==> config.mk <==
export PLATFORM = sky130hd
export DESIGN_NAME = uart_core_v2
export DESIGN_NICKNAME = d
export VERILOG_FILES = /design/src/rtl/uart_pkg.sv /design/src/rtl/sync_fifo.sv /design/src/rtl/uart_core_v2.sv
export SDC_FILE = /design/constraint.sdc
export NUM_CORES = 1
export LEC_CHECK = 0
export ABC_AREA = 1
export BUFFER_PORTS_ARGS = -buffer_cell sky130_fd_sc_hd__buf_2
export CAP_MARGIN = 20
export CORE_MARGIN = 8
export CORE_UTILIZATION = 40
export DETAILED_ROUTE_END_ITERATION = 8
export SYNTH_ARGS = -nofsm -noshare
export SYNTH_HDL_FRONTEND = slang
export SYNTH_HIERARCHICAL = 1
export SYNTH_SLANG_ARGS = --single-unit
==> constraint.sdc <==
create_clock -name clk -period 3.9 [get_ports clk]
set_clock_uncertainty 0.2 [all_clocks]
set_input_delay 0.195 -clock clk [delete_from_list [all_inputs] [get_ports clk]]
set_output_delay 0.195 -clock clk [all_outputs]
set_load 0.02 [all_outputs]
==> src/rtl/uart_pkg.sv <==
// Shared UART types: TX/RX frame state enums, parity constants and parity helper.
// No logic of its own; imported by the UART core.
package uart_pkg;

    typedef enum logic [2:0] {
        TX_IDLE,
        TX_START,
        TX_DATA,
        TX_PARITY,
        TX_STOP
    } tx_state_t;

    typedef enum logic [2:0] {
        RX_IDLE,
        RX_START,
        RX_DATA,
        RX_PARITY,
        RX_STOP
    } rx_state_t;

    localparam logic PARITY_EVEN   = 1'b0;
    localparam logic PARITY_ODD    = 1'b1;
    localparam int   MAX_DATA_BITS = 9;

    function automatic logic parity_of(input logic [MAX_DATA_BITS-1:0] data, input logic odd);
        return (^data) ^ odd;
    endfunction

endpackage

==> src/rtl/sync_fifo.sv <==
// Show-ahead synchronous FIFO with a separate level counter; head visible combinationally.
// Push/pop take effect at the clock edge; push while full is dropped unless a pop accompanies it.
module sync_fifo #(
    parameter int DEPTH = 16,
    parameter int WIDTH = 8
) (
    input  logic                     clk,
    input  logic                     reset,
    input  logic                     push,
    input  logic [WIDTH-1:0]         push_data,
    input  logic                     pop,
    output logic [WIDTH-1:0]         pop_data,
    output logic                     empty,
    output logic                     full,
    output logic [$clog2(DEPTH):0]   level
);

    localparam int AW = $clog2(DEPTH);
    localparam int LW = AW + 1;

    logic [WIDTH-1:0] mem [DEPTH];
    logic [AW-1:0]    wr_ptr;
    logic [AW-1:0]    rd_ptr;
    logic             push_ok;
    logic             pop_ok;

    assign empty    = (level == '0);
    assign full     = (level == LW'(DEPTH));
    assign pop_ok   = pop && !empty;
    assign push_ok  = push && (!full || pop);
    assign pop_data = mem[rd_ptr];

    // Storage is cleared on reset so the show-ahead head reads zero until the first push.
    always_ff @(posedge clk) begin
        if (reset) begin
            wr_ptr <= '0;
            rd_ptr <= '0;
            level  <= '0;
            for (int i = 0; i < DEPTH; i++) begin
                mem[i] <= '0;
            end
        end else begin
            if (push_ok) begin
                mem[wr_ptr] <= push_data;
                wr_ptr      <= wr_ptr + AW'(1);
            end
            if (pop_ok) begin
                rd_ptr <= rd_ptr + AW'(1);
            end
            level <= level + LW'(push_ok) - LW'(pop_ok);
        end
    end

endmodule

==> src/rtl/uart_core_v2.sv <==
// Buffered full-duplex UART, runtime baud/parity/stop format latched per frame, sticky line errors.
// RX byte reaches the FIFO one clock after the stop sample; full TX FIFO drops writes, full RX FIFO sets overrun.
module uart_core_v2 #(
    parameter int DATA_BITS = 8,
    parameter int TX_DEPTH  = 16,
    parameter int RX_DEPTH  = 16,
    parameter int DIV_W     = 16,
    parameter int RESET_DIV = 216
) (
    input  logic                        clk,
    input  logic                        reset,
    input  logic                        rx,
    output logic                        tx,
    input  logic [DIV_W-1:0]            baud_div,
    input  logic                        parity_en,
    input  logic                        parity_odd,
    input  logic                        two_stop,
    input  logic                        write,
    input  logic [DATA_BITS-1:0]        write_data,
    input  logic                        read,
    output logic [DATA_BITS-1:0]        read_data,
    output logic                        tx_fifo_empty,
    output logic                        tx_fifo_full,
    output logic                        rx_fifo_empty,
    output logic                        rx_fifo_full,
    output logic [$clog2(TX_DEPTH):0]   tx_level,
    output logic [$clog2(RX_DEPTH):0]   rx_level,
    input  logic [$clog2(RX_DEPTH):0]   rx_thresh,
    output logic                        rx_thresh_hit,
    output logic                        err_overrun,
    output logic                        err_frame,
    output logic                        err_parity,
    input  logic                        clear_errors
);
    import uart_pkg::*;

    localparam int RLW = $clog2(RX_DEPTH) + 1;
    localparam int BW  = $clog2(DATA_BITS);

    // ---------------- TX ----------------
    tx_state_t             tx_state, tx_state_n;
    logic [DIV_W-1:0]      tx_div, tx_cnt;
    logic [DATA_BITS-1:0]  tx_shreg, tx_head;
    logic [BW-1:0]         tx_bit_cnt;
    logic                  tx_par_en, tx_two_stop, tx_par_bit, tx_stop_cnt;
    logic                  tx_pop, tx_bit_end;

    assign tx_bit_end = (tx_cnt == tx_div);

    sync_fifo #(.DEPTH(TX_DEPTH), .WIDTH(DATA_BITS)) u_tx_fifo (
        .clk       (clk),
        .reset     (reset),
        .push      (write),
        .push_data (write_data),
        .pop       (tx_pop),
        .pop_data  (tx_head),
        .empty     (tx_fifo_empty),
        .full      (tx_fifo_full),
        .level     (tx_level)
    );

    always_comb begin
        tx_state_n = tx_state;
        tx_pop     = 1'b0;
        tx         = 1'b1;
        unique case (tx_state)
            TX_IDLE: begin
                if (!tx_fifo_empty) begin
                    tx_pop     = 1'b1;
                    tx_state_n = TX_START;
                end
            end
            TX_START: begin
                tx = 1'b0;
                if (tx_bit_end) tx_state_n = TX_DATA;
            end
            TX_DATA: begin
                tx = tx_shreg[0];
                if (tx_bit_end && tx_bit_cnt == BW'(DATA_BITS - 1))
                    tx_state_n = tx_par_en ? TX_PARITY : TX_STOP;
            end
            TX_PARITY: begin
                tx = tx_par_bit;
                if (tx_bit_end) tx_state_n = TX_STOP;
            end
            TX_STOP: begin
                // Chain straight into the next start bit when more data is queued.
                if (tx_bit_end && (tx_stop_cnt || !tx_two_stop)) begin
                    if (!tx_fifo_empty) begin
                        tx_pop     = 1'b1;
                        tx_state_n = TX_START;
                    end else begin
                        tx_state_n = TX_IDLE;
                    end
                end
            end
            default: tx_state_n = TX_IDLE;
        endcase
    end

    always_ff @(posedge clk) begin
        if (reset) begin
            tx_state    <= TX_IDLE;
            tx_div      <= DIV_W'(RESET_DIV);
            tx_cnt      <= '0;
            tx_shreg    <= '0;
            tx_bit_cnt  <= '0;
            tx_par_en   <= 1'b0;
            tx_two_stop <= 1'b0;
            tx_par_bit  <= 1'b0;
            tx_stop_cnt <= 1'b0;
        end else begin
            tx_state <= tx_state_n;
            if (tx_pop) begin
                tx_shreg    <= tx_head;
                tx_par_bit  <= parity_of(MAX_DATA_BITS'(tx_head), parity_odd == PARITY_ODD);
                tx_div      <= baud_div;
                tx_par_en   <= parity_en;
                tx_two_stop <= two_stop;
                tx_cnt      <= '0;
                tx_bit_cnt  <= '0;
                tx_stop_cnt <= 1'b0;
            end else if (tx_state != TX_IDLE) begin
                if (tx_bit_end) begin
                    tx_cnt <= '0;
                    if (tx_state == TX_DATA) begin
                        tx_shreg   <= tx_shreg >> 1;
                        tx_bit_cnt <= tx_bit_cnt + BW'(1);
                    end
                    if (tx_state == TX_STOP) tx_stop_cnt <= 1'b1;
                end else begin
                    tx_cnt <= tx_cnt + DIV_W'(1);
                end
            end
        end
    end

    // ---------------- RX ----------------
    rx_state_t             rx_state, rx_state_n;
    logic                  rx_sync1, rx_sync2, rx_prev;
    logic [DIV_W-1:0]      rx_div, rx_half, rx_cnt;
    logic [DIV_W:0]        div_plus1;
    logic [DATA_BITS-1:0]  rx_shreg;
    logic [BW-1:0]         rx_bit_cnt;
    logic                  rx_par_en, rx_par_odd, rx_push, rx_sample, rx_fall;
    logic                  rx_push_ok, rx_pop_ok, par_err_set, frame_err_set, overrun_set;
    logic [RLW-1:0]        rx_level_next;

    assign div_plus1 = {1'b0, baud_div} + (DIV_W + 1)'(1);
    assign rx_fall   = rx_prev && !rx_sync2;
    assign rx_sample = (rx_state == RX_START) ? (rx_cnt == rx_half) : (rx_cnt == rx_div);

    assign par_err_set   = (rx_state == RX_PARITY) && rx_sample &&
                           (rx_sync2 != parity_of(MAX_DATA_BITS'(rx_shreg), rx_par_odd != PARITY_EVEN));
    assign frame_err_set = (rx_state == RX_STOP) && rx_sample && !rx_sync2;
    assign overrun_set   = rx_push && rx_fifo_full && !read;

    assign rx_push_ok    = rx_push && (!rx_fifo_full || read);
    assign rx_pop_ok     = read && !rx_fifo_empty;
    assign rx_level_next = rx_level + RLW'(rx_push_ok) - RLW'(rx_pop_ok);

    sync_fifo #(.DEPTH(RX_DEPTH), .WIDTH(DATA_BITS)) u_rx_fifo (
        .clk       (clk),
        .reset     (reset),
        .push      (rx_push),
        .push_data (rx_shreg),
        .pop       (read),
        .pop_data  (read_data),
        .empty     (rx_fifo_empty),
        .full      (rx_fifo_full),
        .level     (rx_level)
    );

    always_comb begin
        rx_state_n = rx_state;
        unique case (rx_state)
            RX_IDLE:   if (rx_fall) rx_state_n = RX_START;
            RX_START:  if (rx_sample) rx_state_n = rx_sync2 ? RX_IDLE : RX_DATA;
            RX_DATA:   if (rx_sample && rx_bit_cnt == BW'(DATA_BITS - 1))
                           rx_state_n = rx_par_en ? RX_PARITY : RX_STOP;
            RX_PARITY: if (rx_sample) rx_state_n = RX_STOP;
            RX_STOP:   if (rx_sample) rx_state_n = RX_IDLE;
            default:   rx_state_n = RX_IDLE;
        endcase
    end

    always_ff @(posedge clk) begin
        if (reset) begin
            rx_sync1      <= 1'b1;
            rx_sync2      <= 1'b1;
            rx_prev       <= 1'b1;
            rx_state      <= RX_IDLE;
            rx_div        <= DIV_W'(RESET_DIV);
            rx_half       <= '0;
            rx_cnt        <= '0;
            rx_shreg      <= '0;
            rx_bit_cnt    <= '0;
            rx_par_en     <= 1'b0;
            rx_par_odd    <= 1'b0;
            rx_push       <= 1'b0;
            err_overrun   <= 1'b0;
            err_frame     <= 1'b0;
            err_parity    <= 1'b0;
            rx_thresh_hit <= 1'b0;
        end else begin
            rx_sync1 <= rx;
            rx_sync2 <= rx_sync1;
            rx_prev  <= rx_sync2;
            rx_state <= rx_state_n;
            rx_push  <= 1'b0;
            if (rx_state == RX_IDLE) begin
                // The edge-detect clock is the first clock of the start bit.
                if (rx_fall) begin
                    rx_cnt     <= DIV_W'(1);
                    rx_div     <= baud_div;
                    rx_half    <= div_plus1[DIV_W:1];
                    rx_par_en  <= parity_en;
                    rx_par_odd <= parity_odd;
                    rx_bit_cnt <= '0;
                end
            end else if (rx_sample) begin
                rx_cnt <= '0;
                if (rx_state == RX_DATA) begin
                    rx_shreg   <= {rx_sync2, rx_shreg[DATA_BITS-1:1]};
                    rx_bit_cnt <= rx_bit_cnt + BW'(1);
                end
                if (rx_state == RX_STOP) rx_push <= 1'b1;
            end else begin
                rx_cnt <= rx_cnt + DIV_W'(1);
            end
            err_parity    <= par_err_set   || (err_parity  && !clear_errors);
            err_frame     <= frame_err_set || (err_frame   && !clear_errors);
            err_overrun   <= overrun_set   || (err_overrun && !clear_errors);
            rx_thresh_hit <= (rx_level_next >= rx_thresh);
        end
    end

endmodule

; Word-level counts from Yosys, hierarchy flattened
; Memories as Yosys holds them, arrays and structs flattened. A register that Yosys moved wholly into a read port is not among the register bits.
; Index checks and enable logic that the tools add are counted.
[totals]
reg_bits = 148
ram_bits = 256
in_bits = 38
out_inout_bits = 27
memories = 2
[classes]
n_addsub = 13
n_lt_le_gt_ge = 1
eq_ne = 26
n_mux = 52
n_bitwise = 4
n_reduce_logical = 55
[memory_table]
columns = memory, depth, width, read_ports, rd_ports_with_merged_regs, wr, line
row1 = u_rx_fifo.mem, 16, 8, 1, 1, 16, sync_fifo.sv:21  ; logic [WIDTH-1:0] mem [DEPTH];
row2 = u_tx_fifo.mem, 16, 8, 1, 1, 16, sync_fifo.sv:21
[op_table]
columns = op, n
row1 = $mux W16, 4
row2 = $eq A16 B16 Y1, 3
row3 = $mux W3, 16
row4 = $mux W8, 6
row5 = $add A16 B1 Y16 const B, 2
row6 = $pmux W3 S5, 2
row7 = $mux W4, 6
row8 = $ne A2 B2 Y1 const B, 10
row9 = $reduce_xor A9 Y1, 2
row10 = $add A16 B1 Y17 const B, 1
row11 = $logic_and A1 B1 Y1, 17
row12 = $add A4 B1 Y4 const B, 4
row13 = $reduce_or A8 Y1, 2
row14 = $mux W1, 15
row15 = $reduce_and A3 Y1, 5
row16 = $eq A3 B2 Y1 const B, 4
row17 = $eq A3 B3 Y1 const B, 4
row18 = $add A5 B1 Y5, 2
row19 = $eq A5 B5 Y1 const B, 2
row20 = $logic_not A5 Y1, 2
row21 = $reduce_and A5 Y1, 2
row22 = $reduce_bool A2 Y1, 5
row23 = $sub A5 B1 Y5, 2
row24 = $logic_not A1 Y1, 8
row25 = other kinds (15), 25

; Logic depth before layout (Yosys ltp)
; Gate-level depths: netlist (run 1).
[depth]
word_depth = 12
mapped_depth = 26

; Cells and area by module
; The synthesis (run 1) kept the hierarchy.
[by_module_without_submodules]
columns = mod, instances, cells_each, area_per_inst_um2, seq_area_each_um2
row1 = sync_fifo (u_rx_fifo), 1, 832, 7149.4, 4184.0
row2 = sync_fifo (u_tx_fifo), 1, 832, 7129.3, 4184.0
row3 = uart_core_v2, 1, 967, 6581.3, 2442.3

; Worst setup path before layout (run 1)
; OpenSTA, ideal clock, no wires.
[synth_path]
path_type = register -> register
startpoint = reg u_tx_fifo.level[2]
endpoint = reg u_tx_fifo.level[4]
arrival_time_ps = 3115
t_required_ps = 3587
slack_ps = 472
path_stages_with_launch = 22
n_path_buf = 1
path_cell_list = dfxtp_1 inv_1 ha_1 nand3_1 inv_1 nor2_1 nand2_2 inv_1 buf_2 inv_1 nand4_2 nand2_2 ha_1 inv_1 ha_1 fa_1 nand2_1 a21oi_1 nor2_1 nand2_1 nand2_1 nor2_1
[synth_between]
elab_chain_len = 8
elab_cells_between_ends = 12
cone_classes = add/sub: 2 / eq/ne: 1 / mux: 3 / reduce/logical: 6
[synth_rtl]
columns = element, line
row1 = start: declaration, sync_fifo.sv:15  ; output logic [$clog2(DEPTH):0] level
row2 = start signal: assignment, sync_fifo.sv:50  ; level <= level + LW'(push_ok) - LW'(pop_ok);
row3 = $logic_not A5 Y1 *, sync_fifo.sv:27  ; assign empty = (level == '0);
row4 = net tx_fifo_empty, uart_core_v2.sv:22  ; output logic tx_fifo_empty,
row5 = $mux W1 *, "uart_core_v2.sv:68, uart_core_v2.sv:89"
row6 = $mux W1, uart_core_v2.sv:88  ; if (tx_bit_end && (tx_stop_cnt || !tx_two_stop)) begin
row7 = $pmux W1 S2 *, uart_core_v2.sv:66  ; unique case (tx_state)
row8 = net tx_pop, uart_core_v2.sv:46  ; logic tx_pop, tx_bit_end;
row9 = $logic_or A1 B1 Y1, sync_fifo.sv:30  ; assign push_ok = push && (!full || pop);
row10 = $logic_and A1 B1 Y1, sync_fifo.sv:30
row11 = $add A5 B1 Y5, sync_fifo.sv:50
row12 = $sub A5 B1 Y5 *, sync_fifo.sv:50
; Mark *: on every way through the listed nets, which the timed path passes. The rest lies on a longest branch.
; A chain may end at the register's enable or synchronous reset.

; Final worst setup path (run 1)
[layout_path]
startpoint = reg tx_cnt[0]
endpoint = reg u_tx_fifo.level[4]
[layout_between]
elab_chain_len = 8
elab_cells_between_ends = 9
cone_classes = add/sub: 2 / eq/ne: 1 / mux: 2 / reduce/logical: 4
[layout_rtl]
columns = element, line
row1 = start: declaration, uart_core_v2.sv:42  ; logic [DIV_W-1:0] tx_div, tx_cnt;
row2 = start signal: assignment, uart_core_v2.sv:132  ; tx_cnt <= tx_cnt + DIV_W'(1);
row3 = $eq A16 B16 Y1 *, uart_core_v2.sv:48  ; assign tx_bit_end = (tx_cnt == tx_div);
row4 = $logic_and A1 B1 Y1 *, uart_core_v2.sv:88
row5 = $mux W1 *, uart_core_v2.sv:88
row6 = $pmux W1 S2 *, uart_core_v2.sv:66
row7 = $logic_or A1 B1 Y1, sync_fifo.sv:30
row8 = $logic_and A1 B1 Y1, sync_fifo.sv:30
row9 = $add A5 B1 Y5, sync_fifo.sv:50
row10 = $sub A5 B1 Y5 *, sync_fifo.sv:50
; Every way passes the cells marked *; elsewhere a longest branch is shown, timed or not.

==> reports/results.txt, run 1 <==
Critical path data arrival time -> 3.77 ns
Setup Buffers After CTS -> 0
Crit path kind -> flip-flop to flip-flop
Max-Cap Viols -> 0
Largest net degree at the start of global routing -> 65
CTS sink count -> 412
Post-synth EDFFs -> 256
Clock Root Buffer -> clkbuf_16
Placed instance count -> 3,291
Fin nets -> 2,772
Fmax -> 285 MHz
PortBufs -> 64
Share of cells above drive strength 1 -> 7.88%
Ports -> 65
Hold depth -> 6
Core Area -> 0.0514 mm^2
Netlist Area Pre-Place -> 0.0209 mm^2
Detailed-placement wirelength estimate -> 36,400 um
Post-synth ARST share -> 0%
Cells after synthesis -> 2,631
Worst r2r path cells -> 25
Tot GR Track Use -> 17.8%
Layout area overhead -> 12.9%
GP Congestion -> 0.891
Num CTS Buffers -> 46
Antenna violations before repair -> 1
Final Cycle Share -> 90.0%
Routed wire per std cell -> 15.9 um
Die span in y -> 244 um
Critical path fanouts, max -> 13
Worst min path class -> input pin to flip-flop
Crit path capture type -> flip-flop
Row Count -> 83
Leak Pwr -> 10.4 nW
Die width -> 244 um
Max Buffers Root-to-Sink -> 3
Register clock-pin slew on the reported worst setup and hold paths -> 0.06 ns
# setup viols final -> 0
Hold WS -> 0.0732 ns
Synthesized area per cell -> 7.93 um^2
Syn_nets -> 2,711
Synth cell types -> 43
Initial Util -> 40.6%
Vias/cell -> 4.96
Synthesis Warnings -> 6
Via count -> 16,923
Min Tclk post-route -> 3.51 ns
Relative slew slack -> 24.5%
Critical path launch point type -> flip-flop
ANT nets after route -> 0
Slew @ Worst Pin -> 1.13 ns
Total Neg Setup Slack -> 0 ns
RSZ-0062 raised after global routing -> false
Worst IR Drop VDD -> 380 uV
DR pass1 iterations -> 5
Latest clock arrival within the worst-skew pair -> 0.58 ns
Fill count -> 5,092
Final WL -> 54,300 um
Hold Vio Cnt, Final -> 0
Pins Over Slew Limit -> 0
Iter 0 DRT Violations -> 1,534
Grt ovf -> 0
Die area -> 0.0597 mm^2
CP Data Required Time -> 4.16 ns
First-pass GRT wire length -> 85,500 um
# DRC -> 0
Post-synthesis sequential area ratio -> 51.8%
H-tree level count -> 2
Fin cells -> 3,412
Status -> finished clean
Post-synth top flop -> edfxtp_1
CTS tree -> done
Power Dens Cells -> 592 mW/mm^2
Flops & latches, synth -> 412
Vias in the first global route -> 15,880
metal layers:
layer | wire [um] | share of wire, % | vias to the layer above | global-route usage (%)
met3 | 3540 | 6.5 | 99 | 2.98
met4 | 1600 | 2.9 | 0 | 6.24
met1 | 24500 | 45 | 7896 | 24.4
li1 | - | - | 8416 | -
met2 | 24700 | 45 | 512 | 28.3
met5 | 0 | 0 | - | 0
area by class of cell:
class                           instances  area (um^2)  area share (%)
Clock inverter                         23          150           0.638
Tap cell                              680          851            3.61
Clock buffer                           63         1350            5.73
Antenna cell                            2         5.00          0.0213
Timing Repair Buffer                  114          793            3.37
Sequential cell                       412        10800            45.9
Multi-Input combinational cell       1723         8100            34.4
Inverter                              395         1490            6.31
per-stage QoR:
step	instance area [um^2]	setup slack, ns	util [%]	power (W)
2_1_floorplan	20900	0.472	-	0.00863
3_3_place_gp	21700	0.353	42.2	0.00966
3_5_place_dp	21700	0.314	42.2	0.00974
4_1_cts	23500	0.281	45.7	0.0140
5_1_grt	23500	0.0262	45.8	0.0149
6_report	23600	0.391	45.8	0.0139
sequential cells by signal, indices dropped and copies added (netlist names), 4 cells and up, named ones only:
register and flops:
u_rx_fifo/mem 128, u_tx_fifo/mem 128, rx_cnt 16, rx_div 16, rx_half 16, tx_cnt 16, tx_div 16, rx_shreg 8
tx_shreg 8, u_rx_fifo/level 5, u_tx_fifo/level 5, u_rx_fifo/rd_ptr 4, u_rx_fifo/wr_ptr 4, u_tx_fifo/rd_ptr 4, u_tx_fifo/wr_ptr 4
worst paths after layout:
path	startpoint	end	slack [ns]
hold / removal	rx_thresh[3]	rx_thresh_hit	0.07
hold reg to reg	rx_sync1	rx_sync2	0.22
setup / recovery	tx_cnt[0]	u_tx_fifo/level[4]	0.39
setup reg to reg	tx_cnt[0]	u_tx_fifo/level[4]	0.39
synthesized netlist by cell type (2+ instances only):
cell type | n | share of area, %
or2_2 | 5 | 0.15
buf_2 | 27 | 0.65
nand4_2 | 2 | 0.12
nand2_1 | 652 | 12
o211ai_1 | 7 | 0.25
nand2_4 | 17 | 0.92
xor2_1 | 42 | 1.8
inv_2 | 6 | 0.11
nand2_2 | 13 | 0.39
inv_1 | 388 | 7.0
nor2_4 | 5 | 0.27
buf_4 | 2 | 0.072
o22ai_1 | 6 | 0.18
buf_1 | 2 | 0.036
edfxtp_1 | 256 | 37
ha_1 | 39 | 2.3
xnor2_1 | 14 | 0.59
dfxtp_1 | 156 | 15
nor3_1 | 18 | 0.43
nor2_2 | 3 | 0.090
buf_6 | 6 | 0.32
and3_1 | 2 | 0.060
nand3b_1 | 4 | 0.14
a211oi_1 | 6 | 0.22
nor4_1 | 2 | 0.060
nand3_1 | 277 | 6.6
o21ai_1 | 6 | 0.14
nor2_1 | 443 | 8.0
nand4_1 | 4 | 0.12
clkbuf_1 | 64 | 1.2
fa_1 | 3 | 0.29
o21ai_0 | 57 | 1.4
a21oi_2 | 3 | 0.13
a21oi_1 | 83 | 2.0
nor3b_1 | 3 | 0.11
cells by family after synthesis:
logic type	synth area share, %
and+or+nand+nor	29.4
buffers and inverters	9.34
DFF	51.8
AOI/OAI and AO/OA	4.47
xor gates and xnor gates	2.35
adders and majority gates	2.63
power by group:
group	internal (W)	switching [W]
registers	0.00504	0.000281
clock network	0.00249	0.00175
logic	0.00142	0.00296
layout by cell type (no fill, tap or decap), types with 6 or more instances in the layout:
cell type      Yosys  final
xor2_1            42     42
a211oi_1           6      6
buf_4              2     17
ha_1              39     39
nand2_1          652    652
nor3_1            18     18
xnor2_1           14     14
clkinv_1           1      6
o21ai_1            6      6
clkinv_2           0     11
nor2_1           443    443
buf_2             27     64
inv_2              6      6
edfxtp_1         256    256
dfxtp_1          156    154
inv_1            388    387
o21ai_0           57     57
dlygate4sd3_1      0     31
a21oi_1           83     83
clkbuf_1          64      8
nand2_4           17     17
clkinvlp_4         0      6
o211ai_1           7      7
o22ai_1            6      6
nand3_1          277    277
nand2_2           13     13
clkbuf_16          0     50
repair_timing:
item                                    in CTS  in global routing
gates resized for setup                      0                  1
hold buffers                                31                  0
endpoints found under the setup margin       0                 12
endpoints found under the hold margin       79                  0
worst max-delay path, cell delays in order, from the launching register on:
cell and delay (ns):
dfxtp_1 0.40, inv_1 0.08, nand2_1 0.06, nand2_1 0.06, a21oi_1 0.11, nand2_1 0.06
nor2_1 0.12, nand2_2 0.10, inv_1 0.08, nand2_1 0.06, nand2_1 0.07, nand2_2 0.07
clkinvlp_4 0.17, inv_1 0.07, nand4_2 0.16, nand2_2 0.12, ha_1 0.30, inv_1 0.04
ha_1 0.20, fa_1 0.39, nand2_1 0.11, a21oi_1 0.07, nor2_1 0.13, nand2_1 0.06
nand2_1 0.05, nor2_1 0.05
(Power assumes the default switching activity.)
==> run 2: changes to the inputs <==
--- a/config.mk
+++ b/config.mk
@@ -13,5 +13,4 @@
 export DETAILED_ROUTE_END_ITERATION = 8
 export SYNTH_ARGS = -nofsm -noshare
 export SYNTH_HDL_FRONTEND = slang
-export SYNTH_HIERARCHICAL = 1
 export SYNTH_SLANG_ARGS = --single-unit
==> reports/results.txt, run 2 <==
Post-synth EDFFs -> 256
Worst r2r dst -> rx_thresh_hit
DR pass1 iterations -> 6
Max-Cap Viols -> 0
# setup viols final -> 0
Core Area -> 0.0488 mm^2
CP Cell Sequence -> inv_1 -> ha_1 -> nand3_1 -> nor2_2 -> inv_1 -> nand2_2 -> inv_2 -> ha_1 -> inv_1 -> ha_2 -> fa_2 -> nand2_1 -> inv_1 -> nor2_1 -> o21bai_1 -> xor2_1 -> inv_1 -> ha_1 -> a21oi_1 -> dlygate4sd3_1 -> nor2_1
Tot GR Track Use -> 17.5%
Hold Path Sink -> rx_sync1
Slowest Stage Delay on Critical Path -> 0.56 ns
Biggest regs -> u_rx_fifo.mem (128), u_tx_fifo.mem (128)
Hold WS -> 0.142 ns
Routed wire per std cell -> 16.3 um
Initial Util -> 40.4%
Critical path data arrival time -> 3.97 ns
Relative slew slack -> 32.1%
Critical path fanouts, max -> 5
Setup WS post-layout -> 0.175 ns
Final WL -> 50,400 um
Synth top area share -> 38.9%
First-pass GRT wire length -> 80,400 um
Pins Over Slew Limit -> 0
Row Count -> 81
Dpl ws -> 0.600 ns
Status -> finished clean
Critical path launch point type -> flip-flop
Clock Root Buffer -> clkbuf_16
FF-to-FF Start -> u_rx_fifo.level[3]
Syn_nets -> 2,401
CTS tree -> done
Netlist Area Pre-Place -> 0.0198 mm^2
PortBufs -> 64
Most common cell after layout, fill and taps aside -> nor2_1
Fmax -> 268 MHz
Commonest cells after routing, fill and taps aside -> nor2_1 (454), nand2_1 (429), inv_1 (259)
Power Dens Cells -> 618 mW/mm^2
CTS sink count -> 412
Pwr Total -> 0.0139 W
Layout area overhead -> 13.7%
Worst r2r path cells -> 21
Hold Vio Cnt, Final -> 0
Detailed-placement wirelength estimate -> 33,400 um
Synthesis Warnings -> 0
Die area -> 0.0568 mm^2
Fill count -> 4,916
Commonest cells in the netlist -> nor2_1 (456), nand2_1 (430), inv_1 (260)
Final Cycle Share -> 95.5%
Post-synthesis sequential area ratio -> 54.7%
Flops & latches, synth -> 412
GP Congestion -> 0.833
Most numerous cell in the Yosys netlist -> nor2_1
Crit path capture type -> flip-flop
Crit path kind -> flip-flop to flip-flop
Post-synth top flop -> edfxtp_1
ANT cells -> 0
Vias/cell -> 5.00
H-tree level count -> 2
Latest clock arrival within the worst-skew pair -> 0.59 ns
Synth cell types -> 44
CP Data Required Time -> 4.15 ns
Via count -> 15,458
Most frequent cell on the critical path -> inv_1
Die span in y -> 238 um
Worst IR Drop VDD -> 341 uV
Yosys top cell by area -> edfxtp_1
Min Tclk post-route -> 3.72 ns
Num CTS Buffers -> 46
Grt ovf -> 0
Iter 0 DRT Violations -> 1,099
Min-delay src -> rx
Slowest CP cell -> dlygate4sd3_1
ANT nets after route -> 0
Max Buffers Root-to-Sink -> 3
Slew @ Worst Pin -> 1.02 ns
Ports -> 65
Register-to-register setup slack -> 0.18 ns
Worst min path class -> input pin to flip-flop
Post-synth ARST share -> 0%
Synthesized area per cell -> 8.49 um^2
Largest net degree at the start of global routing -> 100
Fin nets -> 2,466
Hold depth -> 3
Cells after synthesis -> 2,328
Share of cells above drive strength 1 -> 8.32%
Antenna violations before repair -> 0
Vias in the first global route -> 15,203
Leak Pwr -> 9.08 nW
Top cells by area, synth -> edfxtp_1 (39%), dfxtp_1 (16%), nor2_1 (8.7%), nand2_1 (8.2%), inv_1 (4.9%)
Die width -> 238 um
# DRC -> 0
Register clock-pin slew on the reported worst setup and hold paths -> 0.06 ns
==> run 2: timing repair <==
item | CTS | global route
hold endpoints to repair | 79 | 0
setup endpoints to repair | 0 | 1
hold buffers | 32 | 0
gates resized for setup | 0 | 5
buffers inserted | 0 | 1
==> run 2: worst max path at each step <==
stage,start,end,cells past startpoint
final,u_rx_fifo.level[3],rx_thresh_hit,21
after global routing,u_rx_fifo.level[3],rx_thresh_hit,21
after CTS,u_rx_fifo.level[3],rx_thresh_hit,21
after detailed placement,tx_cnt[12],u_tx_fifo.level[4],18
after global placement,tx_cnt[12],u_tx_fifo.level[4],18
after floorplan,u_rx_fifo.level[3],rx_thresh_hit,20
==> run 2: cell type report <==
class | count | area, um^2 | area share, %
inverter | 275 | 1030 | 4.60
tap | 664 | 831 | 3.70
sequential | 412 | 10800 | 48.2
multi-input combinational | 1538 | 7500 | 33.4
timing repair buffer | 120 | 866 | 3.86
clock inverter | 27 | 221 | 0.986
clock buffer | 57 | 1190 | 5.31
==> run 2: power breakdown <==
group / leakage (nW) / total, W / internal [W] / switching (W)
logic: 4.46 / 0.00437 / 0.00146 / 0.00291
registers: 3.92 / 0.00536 / 0.00504 / 0.000318
clock network: 0.700 / 0.00415 / 0.00237 / 0.00178
total: 9.08 / 0.0139 / 0.00887 / 0.00501
==> run 2: metrics by stage <==
stage	cell area [um^2]	instances	util [%]	TNS, ns
detailed placement	20700	2976	42.4	0
finish	22500	3093	46.0	0
global route	22500	3093	46.0	-0.0725
global placement	20700	2975	42.3	0
CTS	22400	3092	45.9	0
floorplan	19800	2328	-	0
==> run 2: kinds of logic after synthesis <==
| group | Yosys count | share of synthesized area [%] |
|---|---|---|
| buffers and inverters | 378 | 7.40 |
| AOI/OAI and AO/OA | 328 | 9.18 |
| muxes | 32 | 1.62 |
| DFF | 412 | 54.7 |
| adders and majority gates | 35 | 2.29 |
| and+or+nand+nor | 1092 | 22.5 |
| xor gates and xnor gates | 51 | 2.26 |
==> run 2: per-layer routing <==
layer | vias up | wire length [um] | share of wire, % | global-route usage [%]
met4 | 0 | 1310 | 2.6 | 5.95
met3 | 86 | 2740 | 5.4 | 2.69
met5 | - | 0 | 0 | 0
met1 | 7267 | 22700 | 45 | 23.1
li1 | 7720 | - | - | -
met2 | 385 | 23600 | 47 | 29.1
==> run 2: critical path: cells and delay by family, from the launching register on <==
family                   cells  cell delay, ns
buffers and inverters        7            0.95
AND/OR/NAND/NOR              6            0.51
adder cells (fa/ha/maj)      5            1.21
XOR/XNOR                     1            0.21
AO/OA/AOI/OAI                2            0.22
flip-flops                   1            0.33
==> run 3: changes to the inputs <==
--- a/config.mk
+++ b/config.mk
@@ -9,8 +9,9 @@
 export BUFFER_PORTS_ARGS = -buffer_cell sky130_fd_sc_hd__buf_2
 export CAP_MARGIN = 20
 export CORE_MARGIN = 8
-export CORE_UTILIZATION = 40
+export CORE_UTILIZATION = 50
 export DETAILED_ROUTE_END_ITERATION = 8
+export PLACE_DENSITY = 0.66
 export SYNTH_ARGS = -nofsm -noshare
 export SYNTH_HDL_FRONTEND = slang
 export SYNTH_SLANG_ARGS = --single-unit
==> reports/results.txt, run 3 (synthesized netlist as in run 2, its figures left out) <==
Most common cell after layout, fill and taps aside -> nor2_1
Clock Root Buffer -> clkbuf_16
Power Dens Cells -> 609 mW/mm^2
Antenna violations before repair -> 0
Vias in the first global route -> 15,031
Die span in y -> 215 um
Share of cells above drive strength 1 -> 8.01%
Iter 0 DRT Violations -> 1,330
CP Data Required Time -> 4.14 ns
Hold Vio Cnt, Final -> 1
Worst min path class -> input pin to flip-flop
Min Tclk post-route -> 3.28 ns
CTS tree -> done
Max Buffers Root-to-Sink -> 3
Pwr Total -> 0.0135 W
Relative slew slack -> 29.8%
# setup viols final -> 0
Failing checks -> negative hold slack
Layout area overhead -> 12.0%
ANT nets after route -> 0
Biggest regs -> u_rx_fifo.mem (128), u_tx_fifo.mem (128)
Fin cells -> 2,946
Tot GR Track Use -> 20.6%
PortBufs -> 64
Crit path kind -> flip-flop to flip-flop
Core Area -> 0.0394 mm^2
Via count -> 15,538
Placed instance count -> 2,834
Fmax -> 305 MHz
Latest clock arrival within the worst-skew pair -> 0.57 ns
Worst r2r path cells -> 20
Max-Cap Viols -> 0
Row Count -> 73
Total Neg Setup Slack -> 0 ns
Largest net degree at the start of global routing -> 100
Final Util -> 56.2%
Fin nets -> 2,460
H-tree level count -> 2
Status -> finished with violations
Ports -> 65
RSZ-0062 raised after global routing -> false
Commonest cells after routing, fill and taps aside -> nor2_1 (454), nand2_1 (429), inv_1 (259)
Vias/cell -> 5.27
Leak Pwr -> 9.01 nW
Hold WS -> -0.0370 ns
Critical path launch point type -> flip-flop
Crit path capture type -> flip-flop
Detailed-placement wirelength estimate -> 31,600 um
GP Congestion -> 0.854
Worst r2r dst -> u_tx_fifo.level[4]
First-pass GRT wire length -> 77,900 um
# DRC -> 0
FF-to-FF Start -> tx_cnt[4]
Die area -> 0.0461 mm^2
CP Capture Point -> u_tx_fifo.level[4]
Num CTS Buffers -> 44
Setup WS post-layout -> 0.619 ns
Slew @ Worst Pin -> 1.05 ns
Worst Setup SP -> tx_cnt[4]
Routed wire per std cell -> 16.4 um
ANT cells -> 0
Final Cycle Share -> 84.1%
Die width -> 215 um
DR pass1 iterations -> 6
Critical path data arrival time -> 3.52 ns
Worst IR Drop VDD -> 447 uV
Final WL -> 48,400 um
Register clock-pin slew on the reported worst setup and hold paths -> 0.06 ns
Pins Over Slew Limit -> 0
Initial Util -> 50.2%
Grt ovf -> 0
Register-to-register setup slack -> 0.62 ns
Critical path fanouts, max -> 29
Dpl ws -> 0.647 ns
CTS sink count -> 412
-- run 3: cell count changes in the layout (fill, tap and decap cells not counted), sizes merged --
cell	before	now
inv	270	268
buf	88	85
dlygate4sd3	32	31
clkbuf	57	60
clkinv	29	26
bufinv	3	1
-- run 3: worst min-delay path by stage --
stage,start,end,slack (ns),depth (start not counted)
6_report,rx_thresh[3],rx_thresh_hit,-0.04,6
3_3_place_gp,rx,rx_sync1,0.20,2
5_1_grt,rx_thresh[3],rx_thresh_hit,0.006,6
2_1_floorplan,baud_div[7],rx_half[6],0.09,1
3_5_place_dp,rx,rx_sync1,0.20,2
4_1_cts,rx,rx_sync1,0.13,3
-- run 3: cell type report --
cell class,count,area [um^2]
Fill cell,3521,17200
Sequential cell,412,10800
Multi-Input combinational cell,1538,7490
Clock buffer,60,1170
Inverter,275,1030
Timing Repair Buffer,116,821
Tap cell,525,657
Clock inverter,20,134
-- run 3: layer usage --
| layer | vias to the layer above | global-route usage, % | share of wire [%] |
|---|---|---|---|
| met5 | - | 0 | 0 |
| met2 | 481 | 34.2 | 47 |
| met3 | 102 | 3.74 | 6.4 |
| li1 | 7720 | - | - |
| met1 | 7235 | 26.8 | 43 |
| met4 | 0 | 7.34 | 3.1 |
-- run 3: what timing repair did --
action / in CTS / in global routing
endpoints found under the hold margin: 74 / 0
endpoints found under the setup margin: 0 / 1
resized for setup: 0 / 4
setup buffers: 0 / 1
hold buffers: 32 / 0
-- run 3: per-stage QoR --
| stage | hold slack [ns] | area [um^2] |
|---|---|---|
| 6_report | -0.0370 | 22100 |
| 5_1_grt | 0.00644 | 22100 |
| 4_1_cts | 0.127 | 22100 |
| 3_5_place_dp | 0.196 | 20500 |
| 3_3_place_gp | 0.198 | 20500 |
| 2_1_floorplan | 0.0940 | 19800 |
-- run 3: critical path, cell delays in order, from the launching register on --
cell	delay [ns]
dfxtp_1	0.32
inv_1	0.11
nor2_1	0.05
nor3_1	0.25
nand2_1	0.09
nor2_1	0.08
and2_1	0.18
nand2_1	0.09
nand2_1	0.08
nand2_2	0.05
buf_4	0.22
nor2_1	0.20
inv_1	0.09
nand2_1	0.06
ha_1	0.17
inv_1	0.06
fa_1	0.40
nor3_1	0.19
a211oi_1	0.08
o21ai_0	0.16
a21oi_1	0.06
-- run 3: power breakdown --
| part | switching (W) | internal (W) |
|---|---|---|
| logic | 0.00282 | 0.00142 |
| clock network | 0.00170 | 0.00217 |
| registers | 0.000324 | 0.00504 |
